`src/rtl/ir_pkg.sv`:
```
// ir_pkg: shared constants for the instruction queue register.
//   - imm_mode encodings IMM_RAW / IMM_SEXT / IMM_ZEXT / IMM_BR
//   - default widths and field offsets (derived from OPC_W and REG_W)
//   - helper functions that compute field offsets for any OPC_W/REG_W
package ir_pkg;

   localparam logic [1:0] IMM_RAW  = 2'b00;   // raw instruction word, zero-extended
   localparam logic [1:0] IMM_SEXT = 2'b01;   // imm field, sign-extended
   localparam logic [1:0] IMM_ZEXT = 2'b10;   // imm field, zero-extended
   localparam logic [1:0] IMM_BR   = 2'b11;   // imm field, sign-extended, shifted left 1

   localparam int IR_INSTR_W = 16;
   localparam int IR_OPC_W   = 7;
   localparam int IR_REG_W   = 3;
   localparam int IR_IMM_W   = 16;
   localparam int IR_DEPTH   = 4;

   function automatic int ir_regb_lo(input int opc_w);
      return opc_w;
   endfunction

   function automatic int ir_rega_lo(input int opc_w, input int reg_w);
      return opc_w + reg_w;
   endfunction

   // The immediate field starts where RegA starts (it overlaps RegA).
   function automatic int ir_immf_lo(input int opc_w, input int reg_w);
      return opc_w + reg_w;
   endfunction

   localparam int IR_REGB_LO = ir_regb_lo(IR_OPC_W);
   localparam int IR_REGA_LO = ir_rega_lo(IR_OPC_W, IR_REG_W);
   localparam int IR_IMMF_LO = ir_immf_lo(IR_OPC_W, IR_REG_W);

endpackage

```
`src/rtl/ir_field_decode.sv`:
```
// ir_field_decode: combinational decode of the queue head word.
// Ports:
//   i_head      in  INSTR_W  head instruction word
//   i_valid     in  1        head entry present; all outputs are 0 when low
//   i_imm_mode  in  2        immediate extension select (see ir_pkg)
//   o_control   out OPC_W    opcode+func field
//   o_rega      out REG_W    register A field
//   o_regb      out REG_W    register B field
//   o_regd      out REG_W    destination (same field as RegA)
//   o_imm       out IMM_W    extended immediate
module ir_field_decode
   import ir_pkg::*;
#(
   parameter int INSTR_W = IR_INSTR_W,
   parameter int OPC_W   = IR_OPC_W,
   parameter int REG_W   = IR_REG_W,
   parameter int IMM_W   = IR_IMM_W,
   parameter int REGB_LO = IR_REGB_LO,
   parameter int REGA_LO = IR_REGA_LO,
   parameter int IMMF_LO = IR_IMMF_LO
) (
   input  logic [INSTR_W-1:0] i_head,
   input  logic               i_valid,
   input  logic [1:0]         i_imm_mode,
   output logic [OPC_W-1:0]   o_control,
   output logic [REG_W-1:0]   o_rega,
   output logic [REG_W-1:0]   o_regb,
   output logic [REG_W-1:0]   o_regd,
   output logic [IMM_W-1:0]   o_imm
);

   localparam int IMMF_W = INSTR_W - IMMF_LO;

   logic [IMMF_W-1:0] w_immf;
   logic [IMM_W-1:0]  w_raw;
   logic [IMM_W-1:0]  w_sext;
   logic [IMM_W-1:0]  w_zext;
   logic [IMM_W-1:0]  w_br;

   assign w_immf = i_head[INSTR_W-1:IMMF_LO];
   assign w_raw  = IMM_W'(i_head);
   assign w_sext = {{(IMM_W-IMMF_W){w_immf[IMMF_W-1]}}, w_immf};
   assign w_zext = {{(IMM_W-IMMF_W){1'b0}}, w_immf};
   // Branch offset: sign-extended field scaled by 2, bit 0 forced low.
   assign w_br   = {w_sext[IMM_W-2:0], 1'b0};

   always_comb begin
      o_control = '0;
      o_rega    = '0;
      o_regb    = '0;
      o_regd    = '0;
      o_imm     = '0;
      if (i_valid) begin
         o_control = i_head[OPC_W-1:0];
         o_regb    = i_head[REGB_LO +: REG_W];
         o_rega    = i_head[REGA_LO +: REG_W];
         o_regd    = i_head[REGA_LO +: REG_W];
         case (i_imm_mode)
            IMM_RAW:  o_imm = w_raw;
            IMM_SEXT: o_imm = w_sext;
            IMM_ZEXT: o_imm = w_zext;
            default:  o_imm = w_br;
         endcase
      end
   end

endmodule

```
`src/rtl/instruction_queue_register.sv`:
```
// instruction_queue_register: DEPTH-entry instruction FIFO between fetch and
// decode, with valid/ready handshakes on both sides and a decoded head entry.
// Optional feature macro: IR_FLUSH_EN (adds input_IR_flush, synchronous clear).
// Ports:
//   CLK                in  1        clock, rising edge
//   Reset              in  1        asynchronous active-high reset
//   input_IR_valid     in  1        fetch presents an instruction
//   input_IR_ready     out 1        queue can accept (not full)
//   input_IR_Instru    in  INSTR_W  instruction word
//   input_IR_imm_mode  in  2        immediate extension select for the head
//   input_IR_flush     in  1        discard all entries (IR_FLUSH_EN only)
//   Output_IR_valid    out 1        head entry present (not empty)
//   Output_IR_ready    in  1        consumer takes the head entry
//   Output_IR_Control  out OPC_W    opcode+func field of the head
//   Output_IR_RegB     out REG_W    register B field of the head
//   Output_IR_RegA     out REG_W    register A field of the head
//   Output_IR_RegD     out REG_W    destination field (shares RegA bits)
//   Output_IR_Imm      out IMM_W    extended immediate of the head
//   Output_IR_count    out CNT_W    number of entries held
module instruction_queue_register
   import ir_pkg::*;
#(
   parameter int INSTR_W = IR_INSTR_W,
   parameter int OPC_W   = IR_OPC_W,
   parameter int REG_W   = IR_REG_W,
   parameter int IMM_W   = IR_IMM_W,
   parameter int DEPTH   = IR_DEPTH
) (
   input  logic                       CLK,
   input  logic                       Reset,
   input  logic                       input_IR_valid,
   output logic                       input_IR_ready,
   input  logic [INSTR_W-1:0]         input_IR_Instru,
   input  logic [1:0]                 input_IR_imm_mode,
`ifdef IR_FLUSH_EN
   input  logic                       input_IR_flush,
`endif
   output logic                       Output_IR_valid,
   input  logic                       Output_IR_ready,
   output logic [OPC_W-1:0]           Output_IR_Control,
   output logic [REG_W-1:0]           Output_IR_RegB,
   output logic [REG_W-1:0]           Output_IR_RegA,
   output logic [REG_W-1:0]           Output_IR_RegD,
   output logic [IMM_W-1:0]           Output_IR_Imm,
   output logic [$clog2(DEPTH+1)-1:0] Output_IR_count
);

   localparam int PTR_W = $clog2(DEPTH);
   localparam int CNT_W = $clog2(DEPTH+1);

   logic [INSTR_W-1:0] r_mem [DEPTH];
   logic [PTR_W-1:0]   r_wr_ptr;
   logic [PTR_W-1:0]   r_rd_ptr;
   logic [CNT_W-1:0]   r_count;

   logic w_full;
   logic w_empty;
   logic w_push;
   logic w_pop;

   assign w_full  = (r_count == CNT_W'(DEPTH));
   assign w_empty = (r_count == '0);

   // No pass-through: a full queue refuses a push even when a pop is
   // happening in the same cycle.
   assign w_push = input_IR_valid && !w_full;
   assign w_pop  = Output_IR_ready && !w_empty;

   assign input_IR_ready  = !w_full;
   assign Output_IR_valid = !w_empty;
   assign Output_IR_count = r_count;

   always_ff @(posedge CLK or posedge Reset) begin
      if (Reset) begin
         for (int i = 0; i < DEPTH; i++) begin
            r_mem[i] <= '0;
         end
         r_wr_ptr <= '0;
         r_rd_ptr <= '0;
         r_count  <= '0;
      end
`ifdef IR_FLUSH_EN
      else if (input_IR_flush) begin
         // Flush wins over any push/pop in the same cycle.
         r_wr_ptr <= '0;
         r_rd_ptr <= '0;
         r_count  <= '0;
      end
`endif
      else begin
         if (w_push) begin
            r_mem[r_wr_ptr] <= input_IR_Instru;
            r_wr_ptr        <= r_wr_ptr + PTR_W'(1);
         end
         if (w_pop) begin
            r_rd_ptr <= r_rd_ptr + PTR_W'(1);
         end
         case ({w_push, w_pop})
            2'b10:   r_count <= r_count + CNT_W'(1);
            2'b01:   r_count <= r_count - CNT_W'(1);
            default: r_count <= r_count;
         endcase
      end
   end

   ir_field_decode #(
      .INSTR_W (INSTR_W),
      .OPC_W   (OPC_W),
      .REG_W   (REG_W),
      .IMM_W   (IMM_W),
      .REGB_LO (ir_regb_lo(OPC_W)),
      .REGA_LO (ir_rega_lo(OPC_W, REG_W)),
      .IMMF_LO (ir_immf_lo(OPC_W, REG_W))
   ) u_decode (
      .i_head     (r_mem[r_rd_ptr]),
      .i_valid    (!w_empty),
      .i_imm_mode (input_IR_imm_mode),
      .o_control  (Output_IR_Control),
      .o_rega     (Output_IR_RegA),
      .o_regb     (Output_IR_RegB),
      .o_regd     (Output_IR_RegD),
      .o_imm      (Output_IR_Imm)
   );

endmodule

```
`config.mk`:
```
export PLATFORM = sky130hd
export DESIGN_NAME = instruction_queue_register
export DESIGN_NICKNAME = d
export VERILOG_FILES = /design/src/rtl/ir_pkg.sv /design/src/rtl/ir_field_decode.sv /design/src/rtl/instruction_queue_register.sv
export SDC_FILE = /design/constraint.sdc
export NUM_CORES = 1
export LEC_CHECK = 0
export BUFFER_PORTS_ARGS = -buffer_cell sky130_fd_sc_hd__buf_2
export CELL_PAD_IN_SITES_DETAIL_PLACEMENT = 0
export CELL_PAD_IN_SITES_GLOBAL_PLACEMENT = 2
export CORE_MARGIN = 2
export CORE_UTILIZATION = 25
export DETAILED_ROUTE_END_ITERATION = 16
export GPL_ROUTABILITY_DRIVEN = 0
export PLACE_DENSITY = 0.55
export SLEW_MARGIN = 20
export SYNTH_ARGS = -nofsm -noshare
export SYNTH_HDL_FRONTEND = slang
export SYNTH_SLANG_ARGS = --single-unit
export TNS_END_PERCENT = 1
```
`constraint.sdc`:
```
create_clock -name CLK -period 3.3 [get_ports CLK]
set_input_delay 0.66 -clock CLK [delete_from_list [all_inputs] [get_ports CLK]]
set_output_delay 0.66 -clock CLK [all_outputs]
set_load 0.01 [all_outputs]
```
==> metrics <==
status finished clean; GRT Residual Overflow 0; Worst Tran Pin Value 670 ps; Seq pwr share 0.306; clock buffer depth 2; Num Clock Sinks 71; placement row count 44; Die Wd 126 um; vias in the first global route 2,446; drt first pass iters 4; die height 126 um; fillers 1,465; vias 2,244; Synth Cell Area 0.00375 mm2; crit end category output port; DRC violation count after routing 0; fraction of layout cells with a size suffix above 1 0.524; Routed WL per cell 19.3 um; Worst EP arrival 2240 ps; CORE AREA 0.0146 mm2; CP max FO 9; Max Freq 345 MHz; Commonest cells post-synth dfrtp_1, mux2_4, mux2_2, mux4_2; Worst setup SP type register; Pint 3.47 mW; MaxCap Viol Count 0; Synthesis Warnings 0; cell with the most instances after synthesis dfrtp_1; sw frac 0.353; Buf+Inv Stages, Crit Path 1; CTS tree done; Final Cycle Share 0.879; number of synthesized flops with an enable pin 0; n_diodes 0; Leak 2.09 nW; clk root buf clkbuf_16; top cell type's share of synthesized area 0.474; TritonCTS Buffers 9; top post-synthesis cells by area dfrtp_1, mux2_4, mux4_2; register area share after synthesis 0.474; Synthesized Nets 281; clock share of power 0.200; Area Overhead vs Synth 19.9%; antenna-violating nets left 0; Post-CTS Hold Fix Bufs 0; max incr delay on CP 650 ps; Syn Area/Cell 14.8 um2; antenna violations before repair 0; HP Class primary input to async pin; Reg2Reg Depth 10; Worst Path Required 2640 ps; drt initial violations 116; Final TNS setup 0 ps; dpl cell area 0.00417 mm2; H-Tree Depth 3; Total GRT Usage 0.128; combinational power share 0.494; Async SR Flop Fraction 1.00; io pins 59; WS Path Type register to output port; endpoints failing hold 0; maximum vdd drop 364 uV; Critical R2R Launch Output_IR_count[0]; first-pass GRT wire length 15,200 um; Mapped Cells 253; Setup Buffers After CTS 0; port buffer count 58; CP delay by family, top flip-flops; crit-path cells mux4_2 -> nand2_1 -> a21oi_1 -> buf_2; #FFs+latches synth 71; RSZ-0062 raised after global routing false; crit path time final 2900 ps; PwrDens 1190 mW/mm2; Detail Placement HPWL 6750 um; vias per cell 4.46; relative slew slack 0.553; clock slew at reported path FFs 50 ps; Post-Route WL 9710 um; post-route cell area 0.00450 mm2; count of final max-slew check failures 0; nets 342; Gates resized, CTS repair 0; Die ar. 0.0160 mm2; critical path's slowest cell dfrtp_1; sw power 1.89 mW; register-to-register setup slack 800 ps; area leader, netlist dfrtp_1; largest net degree at the start of global routing 31; setup violators final 0; reg-to-reg endpoint Output_IR_count[2]; Initial Util 0.257; Post-Route Skew 3.81 ps; most used flip-flop cell after synthesis dfrtp_1; worst skew pair latency 330 ps; Yosys cell types 27
## state kept, by name, summed over array words and instances (netlist names)
signal and flops:
r_rd_ptr 2, r_mem 64, Output_IR_count 3, r_wr_ptr 2
## power groups by stage
stage | logic, mW | clock network [mW] | registers, mW
5_1_grt | 2.88 | 1.13 | 1.71
6_report | 2.65 | 1.07 | 1.64
3_3_place_gp | 2.70 | 0 | 1.65
2_1_floorplan | 2.04 | 0 | 1.51
3_5_place_dp | 2.70 | 0 | 1.66
4_1_cts | 2.72 | 1.10 | 1.65
## worst max-delay path by stage
| stage | from | endpoint | slack [ps] | depth (start not counted) |
|---|---|---|---|---|
| floorplan | Reset | Output_IR_count[0] | 840 | 1 |
| global placement | r_rd_ptr[0] | Output_IR_Imm[11] | 720 | 4 |
| detailed placement | r_rd_ptr[0] | Output_IR_Imm[1] | 700 | 5 |
| CTS | r_rd_ptr[0] | Output_IR_Imm[1] | 330 | 5 |
| global route | r_rd_ptr[0] | Output_IR_Imm[3] | 200 | 5 |
| finish | r_rd_ptr[0] | Output_IR_Imm[10] | 400 | 4 |
## layout make-up
type,count,area (um2),area share
multi-input combinational,159,1790,0.398
sequential,71,1780,0.395
timing repair buffer,66,350,0.0779
clock buffer,13,260,0.0578
tap,184,230,0.0512
clock inverter,3,65.1,0.0145
inverter,7,26.3,0.00584
## cells in the final DEF (no fill, tap or decap), drive strengths merged
| cell | count |
|---|---|
| mux2 | 65 |
| nor2b | 2 |
| clkbuf | 13 |
| fa | 1 |
| clkinv | 1 |
| inv | 7 |
| mux2i | 1 |
| mux4 | 16 |
| a21oi | 15 |
| buf | 66 |
| nor3 | 1 |
| xor2 | 3 |
| o21ai | 6 |
| bufinv | 2 |
| dfrtp | 71 |
| or3b | 1 |
| nand2 | 12 |
| a22oi | 5 |
| nand3 | 5 |
| nor2 | 2 |
| and2 | 15 |
| nor3b | 1 |
| ha | 5 |
| xnor2 | 3 |
## logic make-up after synthesis
group	after synthesis	synth area share
buf+inv	23	0.0490
compound gates	26	0.0380
mux	82	0.334
xor+xnor	6	0.0140
flops	71	0.474
fa+ha+maj	6	0.0220
simple gates	39	0.0694
## routing by layer
layer / wire length [um] / up-vias / part of all wire / track usage
li1: - / 1026 / - / -
met3: 435 / 10 / 0.045 / 0.0337
met4: 150 / 0 / 0.015 / 0.0407
met2: 4610 / 58 / 0.47 / 0.203
met1: 4520 / 1150 / 0.47 / 0.171
met5: 0 / - / 0 / 0
## stage by stage
step,std cells,util,hold slack (ps),total power [mW],setup slack [ps]
global placement,487,0.286,483,4.35,715
finish,503,0.308,425,5.36,400
global route,503,0.308,478,5.72,198
CTS,503,0.308,443,5.47,328
detailed placement,487,0.286,489,4.36,703
floorplan,253,-,474,3.55,843
No activity file was read; power rests on OpenSTA's default activity.
